$ cat src/rtl/fp_add_arbiter_pkg.sv
// Shared types and default sizing for the floating-point adder arbiter.
package fp_add_arb_pkg;

  localparam int DEF_NREQ = 4;
  localparam int DEF_W    = 32;

  typedef enum logic [1:0] {
    IDLE    = 2'd0,
    ISSUE   = 2'd1,
    WAIT_Z  = 2'd2,
    RESPOND = 2'd3
  } arb_state_t;

endpackage

$ cat src/rtl/fp_add_arbiter_rr.sv
// Combinational round-robin picker: first requester after last_grant, with wrap-around.
import fp_add_arb_pkg::*;

module rr_arbiter #(
  parameter int NREQ = DEF_NREQ
) (
  input  logic [NREQ-1:0] req,
  input  logic [2:0]      last_grant,
  output logic [NREQ-1:0] grant,
  output logic [2:0]      grant_idx,
  output logic            valid
);

  always_comb begin
    grant     = '0;
    grant_idx = '0;
    valid     = 1'b0;
    // Offsets 1..NREQ walk from last_grant+1 round to last_grant itself.
    for (int unsigned k = 1; k <= NREQ; k++) begin
      for (int unsigned j = 0; j < NREQ; j++) begin
        if (!valid && req[j] && (j == (32'(last_grant) + k) % NREQ)) begin
          valid     = 1'b1;
          grant[j]  = 1'b1;
          grant_idx = 3'(j);
        end
      end
    end
  end

endmodule

$ cat src/rtl/fp_add_arbiter.sv
// Round-robin arbiter sharing one external floating-point adder among NREQ requesters.
import fp_add_arb_pkg::*;

module fp_add_arbiter #(
  parameter int NREQ = DEF_NREQ,
  parameter int W    = DEF_W
) (
  input  logic              clk,
  input  logic              rst,
  input  logic [NREQ*W-1:0] req_a,
  input  logic [NREQ*W-1:0] req_b,
  input  logic [NREQ-1:0]   req_stb,
  output logic [NREQ-1:0]   req_ack,
  output logic [W-1:0]      rsp_z,
  output logic [NREQ-1:0]   rsp_stb,
  input  logic [NREQ-1:0]   rsp_ack,
  output logic [W-1:0]      add_a,
  output logic [W-1:0]      add_b,
  output logic              add_a_stb,
  output logic              add_b_stb,
  input  logic              add_a_ack,
  input  logic              add_b_ack,
  input  logic [W-1:0]      add_z,
  input  logic              add_z_stb,
  output logic              add_z_ack,
  output logic              busy,
  output logic [2:0]        grant_id,
  output logic [15:0]       op_count
);

  arb_state_t      state;
  logic [2:0]      last_grant;
  logic [NREQ-1:0] rr_grant;
  logic [2:0]      rr_idx;
  logic            rr_valid;
  logic [W-1:0]    sel_a;
  logic [W-1:0]    sel_b;
  logic            own_ack;

  rr_arbiter #(.NREQ(NREQ)) u_rr (
    .req        (req_stb),
    .last_grant (last_grant),
    .grant      (rr_grant),
    .grant_idx  (rr_idx),
    .valid      (rr_valid)
  );

  // Gated by rst so no accept is visible while reset is held.
  assign req_ack   = (state == IDLE && rst) ? rr_grant : '0;
  assign busy      = (state != IDLE);
  assign add_z_ack = (state == WAIT_Z);

  always_comb begin
    sel_a = '0;
    sel_b = '0;
    for (int unsigned j = 0; j < NREQ; j++) begin
      if (rr_grant[j]) begin
        sel_a = req_a[j*W +: W];
        sel_b = req_b[j*W +: W];
      end
    end
  end

  always_comb begin
    rsp_stb = '0;
    if (state == RESPOND) begin
      for (int unsigned j = 0; j < NREQ; j++) begin
        rsp_stb[j] = (grant_id == 3'(j));
      end
    end
  end

  // Only the owner's acknowledge can close a response.
  assign own_ack = |(rsp_ack & rsp_stb);

  always_ff @(posedge clk or negedge rst) begin
    if (!rst) begin
      state      <= IDLE;
      last_grant <= 3'(NREQ - 1);
      grant_id   <= '0;
      add_a      <= '0;
      add_b      <= '0;
      add_a_stb  <= 1'b0;
      add_b_stb  <= 1'b0;
      rsp_z      <= '0;
      op_count   <= '0;
    end else begin
      case (state)
        IDLE: begin
          if (rr_valid) begin
            add_a      <= sel_a;
            add_b      <= sel_b;
            grant_id   <= rr_idx;
            last_grant <= rr_idx;
            add_a_stb  <= 1'b1;
            add_b_stb  <= 1'b1;
            state      <= ISSUE;
          end
        end
        ISSUE: begin
          // Each operand strobe retires on its own handshake.
          if (add_a_stb && add_a_ack) add_a_stb <= 1'b0;
          if (add_b_stb && add_b_ack) add_b_stb <= 1'b0;
          if ((!add_a_stb || add_a_ack) && (!add_b_stb || add_b_ack)) begin
            state <= WAIT_Z;
          end
        end
        WAIT_Z: begin
          if (add_z_stb) begin
            rsp_z <= add_z;
            state <= RESPOND;
          end
        end
        RESPOND: begin
          if (own_ack) begin
            op_count <= op_count + 16'd1;
            state    <= IDLE;
          end
        end
        default: state <= IDLE;
      endcase
    end
  end

endmodule

$ cat config.mk
export PLATFORM = sky130hd
export DESIGN_NAME = fp_add_arbiter
export DESIGN_NICKNAME = d
export VERILOG_FILES = /design/src/rtl/fp_add_arbiter_pkg.sv /design/src/rtl/fp_add_arbiter_rr.sv /design/src/rtl/fp_add_arbiter.sv
export SDC_FILE = /design/constraint.sdc
export NUM_CORES = 1
export LEC_CHECK = 0
export CAP_MARGIN = 30
export CORE_AREA = 3 3 167 169
export DETAILED_ROUTE_END_ITERATION = 16
export DIE_AREA = 0 0 170 172
export GPL_TIMING_DRIVEN = 0
export MAX_ROUTING_LAYER = met4
export PLACE_DENSITY_LB_ADDON = 0.05
export SLEW_MARGIN = 20
export SYNTH_ARGS = -nofsm -noshare
export SYNTH_HDL_FRONTEND = slang
export SYNTH_HIERARCHICAL = 1
export SYNTH_SLANG_ARGS = --single-unit
$ cat constraint.sdc
create_clock -name clk -period 2.95 [get_ports clk]
set_input_delay 0.885 -clock clk [delete_from_list [all_inputs] [get_ports clk]]
set_output_delay 0.885 -clock clk [all_outputs]
set_load 0.01 [all_outputs]
==> flow_metrics.py, run 1 <==
metrics = {
    "sta": {
        "max_clock_freq_mhz": 341,
        "post-route-period-util": 0.995,
        "layout_min_cycle_time_ps": 2930,
        "worst_slew_pin_slew_ps": 740,
        "tns_ps": 0,
        "finalSetupViolCount": 0,
        "finClkSkew_ps": 12.4,
        "hold_viol": 0,
        "maxSlewViolCount": 0,
        "rsz0062_at_grt": "yes",
        "max_slew_margin": 0.507,
    },
    "global_routing": {
        "antenna_found_initial": 5,
        "track_usage": 0.222,
        "grt_max_degree": 60,
        "grt_overflow_total": 0,
        "grt_pass1_wl_um": 47400,
        "grt_pass1_vias": 7746,
    },
    "routing": {
        "post_drt_wl_per_cell_um": 20.9,
        "viasPerCell": 4.80,
        "drtIter0Drc": 366,
        "drc_errors": 0,
        "drt_pass1_iterations": 4,
        "num_vias": 7432,
        "routed_wl_um": 32400,
        "ant_nets": 0,
    },
    "floorplan": {
        "ios": 428,
        "die_x_um": 170,
        "initial_core_util": 0.250,
        "die_h_um": 172,
        "core_area_um2": 26700,
        "dieArea_um2": 29200,
        "rows": 60,
    },
    "clock_network": {
        "h-tree-depth": 4,
        "cts_tree": "done",
        "cts_buffer_depth": 2,
        "clockRootBuffer": "clkbuf_16",
        "cts.clk_slew.worst_paths_ps": 60,
        "clock_sinks": 121,
        "cts_buffers": 17,
        "ctsHoldBuffers": 0,
        "clock_latency_ps": 420,
    },
    "setup_path": {
        "worstSetupPathType": "in2out",
        "cp_max_fo": 10,
        "r2r_slack_ps": 270,
        "r2r-end": "add_b[9]",
        "worst_r2r_path_depth": 10,
        "worst_ep_required_time_ps": 2070,
        "slowest_stage": "clkdlybuf4s15_2",
        "crit_chain": "clkbuf_4 -> a21oi_1 -> o221a_4 -> clkbuf_16 -> clkbuf_16 -> and3_1 -> clkdlybuf4s15_2",
        "crit_family": "buffers and inverters",
        "cp-start-kind": "primary input",
        "path_buf_inv": 4,
        "crit_top_cell": "clkbuf_16",
        "endpoint_kind": "output pin",
        "rr_startpoint": "last_grant[0]",
        "max_stage_delay_ps": 220,
        "crit_arrival_ps": 2050,
    },
    "synth": {
        "synth.net_count": 1034,
        "dominantRegCellSynth": "dfrtp_1",
        "synthArstFlopShare": 1.00,
        "yosys_register_bits": 121,
        "ys_seq_area_frac": 0.454,
        "synth_cells": 728,
        "netlist.area_leader.share": 0.446,
        "ys_warn_count": 6,
        "synth_enable_flop_cells": 0,
        "synth_cell_type_count": 42,
        "ys_top_cells_by_count": "a21oi_1 (132), dfrtp_1 (119), nor2_1 (78)",
        "yosysMostFrequentCell": "a21oi_1",
        "yosys.area.top_type": "dfrtp_1",
        "synth_area_leaders": "dfrtp_1 (45%), a21oi_1 (9.9%), a221oi_1 (8.4%)",
        "synth.avg_cell_area_um2": 9.18,
        "syn_area_um2": 6680,
    },
    "final_layout": {
        "final_util": 0.461,
        "drive_gt1_frac": 0.101,
        "fin_nets": 1496,
        "area_delta_synth_final_pct": 84.5,
    },
    "placed_design": {
        "dp_hpwl_um": 24800,
        "port_buffers": 427,
        "gp_congestion": 0.831,
    },
    "outcome": {
        "outcome": "finished, final reports clean",
    },
    "job": {
        "maxCapViolations": 0,
    },
    "power": {
        "powerDensity_nw_per_um2": 939,
        "cellLeakagePower_uw": 0.00521,
        "vdd_ir_drop_max_mv": 0.425,
        "p_total_uw": 11600,
    },
    "hold_path": {
        "hp-class": "in2async",
    },
}
cell type report:
| cell class | count | area [um^2] |
|---|---|---|
| Antenna cell | 5 | 12.5 |
| Multi-Input combinational cell | 469 | 3180 |
| Sequential cell | 121 | 3030 |
| Timing Repair Buffer | 448 | 4460 |
| Clock buffer | 17 | 425 |
| Clock inverter | 14 | 173 |
| Inverter | 72 | 273 |
| Buffer | 61 | 339 |
| Fill cell | 2625 | 14400 |
| Tap cell | 341 | 427 |
flip-flops by register name, summed over array words and instances (netlist names):
signal,count
add_a_stb,1
rsp_z,32
grant_id,3
add_a,32
state,2
last_grant,2
add_b_stb,1
add_b,32
op_count,16
metal layers:
layer,wire [um],up-vias,track usage
met3,2630,35,0.0745
met1,13000,3555,0.254
li1,-,3569,-
met2,16100,273,0.371
met5,0,-,-
met4,717,0,0.0716
layout by cell type (no fill, tap or decap), drive strengths merged, types with 4 or more instances in the layout:
cell / netlist / layout
xnor2: 5 / 5
a221oi: 64 / 64
nand2: 22 / 22
mux2: 34 / 34
nand3: 5 / 5
o21ai: 4 / 4
and3: 6 / 6
inv: 72 / 75
diode: 0 / 5
buf: 8 / 34
xor2: 10 / 10
dfrtp: 119 / 119
a21oi: 132 / 132
ha: 5 / 5
clkbuf: 58 / 71
a211o: 63 / 63
clkinv: 0 / 6
clkdlybuf4s50: 0 / 416
nor2: 78 / 78
nor3: 5 / 5
nand2b: 4 / 4
where the power goes:
| part | total, uW | internal, uW | switching [uW] |
|---|---|---|---|
| logic | 6420 | 3300 | 3110 |
| registers | 2970 | 2490 | 480 |
| clock network | 2190 | 1330 | 861 |
per-stage QoR:
stage	hold slack, ps	worst slack (ps)	instances	instance area [um^2]
final	335	15.6	1548	12300
after global routing	339	-30.7	1548	12300
after CTS	348	3.85	1544	12300
after detailed placement	451	-1640	1497	11400
after global placement	445	-5150	1496	11400
after floorplan	439	14.4	728	6680
cell families after synthesis:
group                      count (synthesis)  synth area share
buffers and inverters                    138            0.0790
other                                      1          0.000561
muxes                                     37            0.0624
AOI/OAI and AO/OA                        273             0.282
DFF                                      121             0.454
adders and majority gates                  5           0.00937
xor gates and xnor gates                  15            0.0197
and+or+nand+nor                          138            0.0935
worst max-delay path by stage:
stage               startpoint          to  cells after the start
floorplan           req_stb[2]  req_ack[1]                      6
global placement           rst  req_ack[0]                      3
detailed placement  req_stb[3]  req_ack[1]                      8
CTS                 req_stb[3]  req_ack[2]                      7
global route        req_stb[3]  req_ack[1]                      8
finish              req_stb[3]  req_ack[2]                      7
timing repair:
item / in CTS / in global routing
endpoints found under the setup margin: 74 / 48
setup buffers: 17 / 2
gates cloned: 1 / 0
resized for setup: 68 / 12
pin swaps: 5 / 2
Note: power is estimated with default switching activity, not from simulation.
==> inputs of run 2 (changes only) <==
--- a/config.mk
+++ b/config.mk
@@ -10,7 +10,6 @@
 export DETAILED_ROUTE_END_ITERATION = 16
 export DIE_AREA = 0 0 170 172
 export GPL_TIMING_DRIVEN = 0
-export MAX_ROUTING_LAYER = met4
 export PLACE_DENSITY_LB_ADDON = 0.05
 export SLEW_MARGIN = 20
 export SYNTH_ARGS = -nofsm -noshare
==> run 2 against run 1 <==
Net effect:
- first-iteration DRC count shrank 5.5%
- flip-flop and latch count is the same
- critical path depth grew 1
- via count grew 0.96%
- clock-buffer cell count is the same
- die area is the same
- non-clock buffer count is the same
- core utilization is essentially flat
- maximum frequency grew 1.6%
- clock skew grew 2.5 ps
- sequential share of layout area is essentially flat
==> flow_metrics.py, run 2 (synthesized netlist as in run 1, its figures left out) <==
metrics = {
    "setup_path": {
        "crit_family": "buffers and inverters",
        "endpoint_kind": "output pin",
        "crit_chain": "clkbuf_4 -> nor2_4 -> a21oi_2 -> o2bb2ai_4 -> buf_8 -> clkbuf_16 -> and3_1 -> buf_2",
        "worstSetupPathType": "in2out",
        "max_stage_delay_ps": 200,
        "cp-start-kind": "primary input",
        "crit_arrival_ps": 2000,
        "path_buf_inv": 4,
        "cp_max_fo": 10,
        "slowest_stage": "o2bb2ai_4",
        "worst_ep_required_time_ps": 2070,
    },
    "clock_network": {
        "cts_buffers": 17,
        "cts.clk_slew.worst_paths_ps": 60,
        "cts_buffer_depth": 2,
        "ctsHoldBuffers": 0,
        "clock_latency_ps": 420,
        "h-tree-depth": 4,
        "clock_sinks": 121,
        "cts_tree": "done",
        "clockRootBuffer": "clkbuf_16",
    },
    "sta": {
        "hold_viol": 0,
        "finalSetupViolCount": 0,
        "max_clock_freq_mhz": 346,
        "post-route-period-util": 0.979,
        "max_slew_margin": 0.511,
        "finClkSkew_ps": 14.9,
        "worst_slew_pin_slew_ps": 734,
        "maxSlewViolCount": 0,
        "whs_ps": 334,
        "layout_min_cycle_time_ps": 2890,
    },
    "power": {
        "powerDensity_nw_per_um2": 941,
        "cellLeakagePower_uw": 0.00520,
        "vdd_ir_drop_max_mv": 0.426,
        "p_total_uw": 11600,
    },
    "routing": {
        "num_vias": 7503,
        "drc_errors": 0,
        "post_drt_wl_per_cell_um": 21.0,
        "drtIter0Drc": 346,
        "ant_nets": 0,
        "drt_pass1_iterations": 5,
        "routed_wl_um": 32500,
        "viasPerCell": 4.86,
    },
    "global_routing": {
        "grt_pass1_vias": 7739,
        "grt_overflow_total": 0,
        "grt_max_degree": 60,
        "use_met1": 0.254,
        "antenna_found_initial": 5,
        "grt_pass1_wl_um": 47500,
        "track_usage": 0.216,
        "grtUsageMet3": 0.0770,
        "top_usage_layer": "met2",
        "use_met2": 0.372,
    },
    "hold_path": {
        "hp-class": "in2async",
    },
    "placed_design": {
        "place_area_um2": 11400,
        "port_buffers": 427,
        "dp_hpwl_um": 24800,
        "dpl.cell_count": 1497,
        "gp_congestion": 0.819,
    },
    "final_layout": {
        "drive_gt1_frac": 0.101,
        "area_delta_synth_final_pct": 84.5,
        "final_area_um2": 12300,
        "layout_commonest_cell": "clkdlybuf4s50_1",
        "reg_top3": "add_a x32, add_b x32, rsp_z x32",
        "final_cells": 1545,
        "fin_nets": 1496,
        "final_cell_mix": "clkdlybuf4s50_1 (416), a21oi_1 (130), dfrtp_1 (119)",
    },
    "floorplan": {
        "die_x_um": 170,
        "die_h_um": 172,
        "ios": 428,
        "core_area_um2": 26700,
        "rows": 60,
        "initial_core_util": 0.250,
        "dieArea_um2": 29200,
    },
    "job": {
        "maxCapViolations": 0,
    },
    "outcome": {
        "outcome": "finished, final reports clean",
    },
}
[run 2: metrics by stage]
step           setup WS (ps)  TNS [ps]   util
3_5_place_dp           -1640    -62300  0.427
3_3_place_gp           -5150   -627710  0.426
4_1_cts                 3.85         0  0.461
6_report                62.3         0  0.461
2_1_floorplan           14.4         0      -
5_1_grt                -15.4     -22.4  0.461
[run 2: final cells by class]
type | count | area [um^2]
fill | 2619 | 14400
timing repair buffer | 448 | 4460
multi-input combinational | 469 | 3190
sequential | 121 | 3030
tap | 341 | 427
clock buffer | 17 | 425
buffer | 61 | 337
inverter | 72 | 273
clock inverter | 14 | 173
antenna | 2 | 5.00
[run 2: timing repair]
item | CTS | global route
gates resized for setup | 68 | 12
buffers inserted | 17 | 3
setup endpoints to repair | 74 | 44
pin swaps | 5 | 2
cloned | 1 | 0
[run 2: worst reg2reg max path: stages, from the launching register on]
cell,delay (ps)
dfstp_2,620
buf_1,200
o221a_2,270
nor2b_1,140
clkbuf_2,310
clkbuf_1,500
a221oi_1,190
a211o_1,310
a21oi_1,120
[run 2: worst paths after layout]
kind | from | to | slack [ps] | depth (start not counted)
worst max-delay path | req_stb[3] | req_ack[1] | 60 | 8
min in group clk | op_count[15] | op_count[15] | 470 | 1
max in group asynchronous | rst | add_b[17] | 1940 | 2
worst max register to register | last_grant[1] | add_a[26] | 230 | 8
worst min-delay path | rst | add_b[11] | 330 | 1
worst min register to register | op_count[15] | op_count[15] | 470 | 1
[run 2: power breakdown]
| part | switching (uW) | internal, uW | total [uW] |
|---|---|---|---|
| sequential | 484 | 2490 | 2970 |
| combinational | 3120 | 3320 | 6430 |
| clock | 862 | 1330 | 2190 |
| total | 4460 | 7140 | 11600 |
[run 2: layer usage]
layer  wire length, um  vias to the layer above
li1                  -                     3565
met1             12900                     3601
met2             16300                      288
met3              2560                       43
met4               741                        6
met5                41                        -
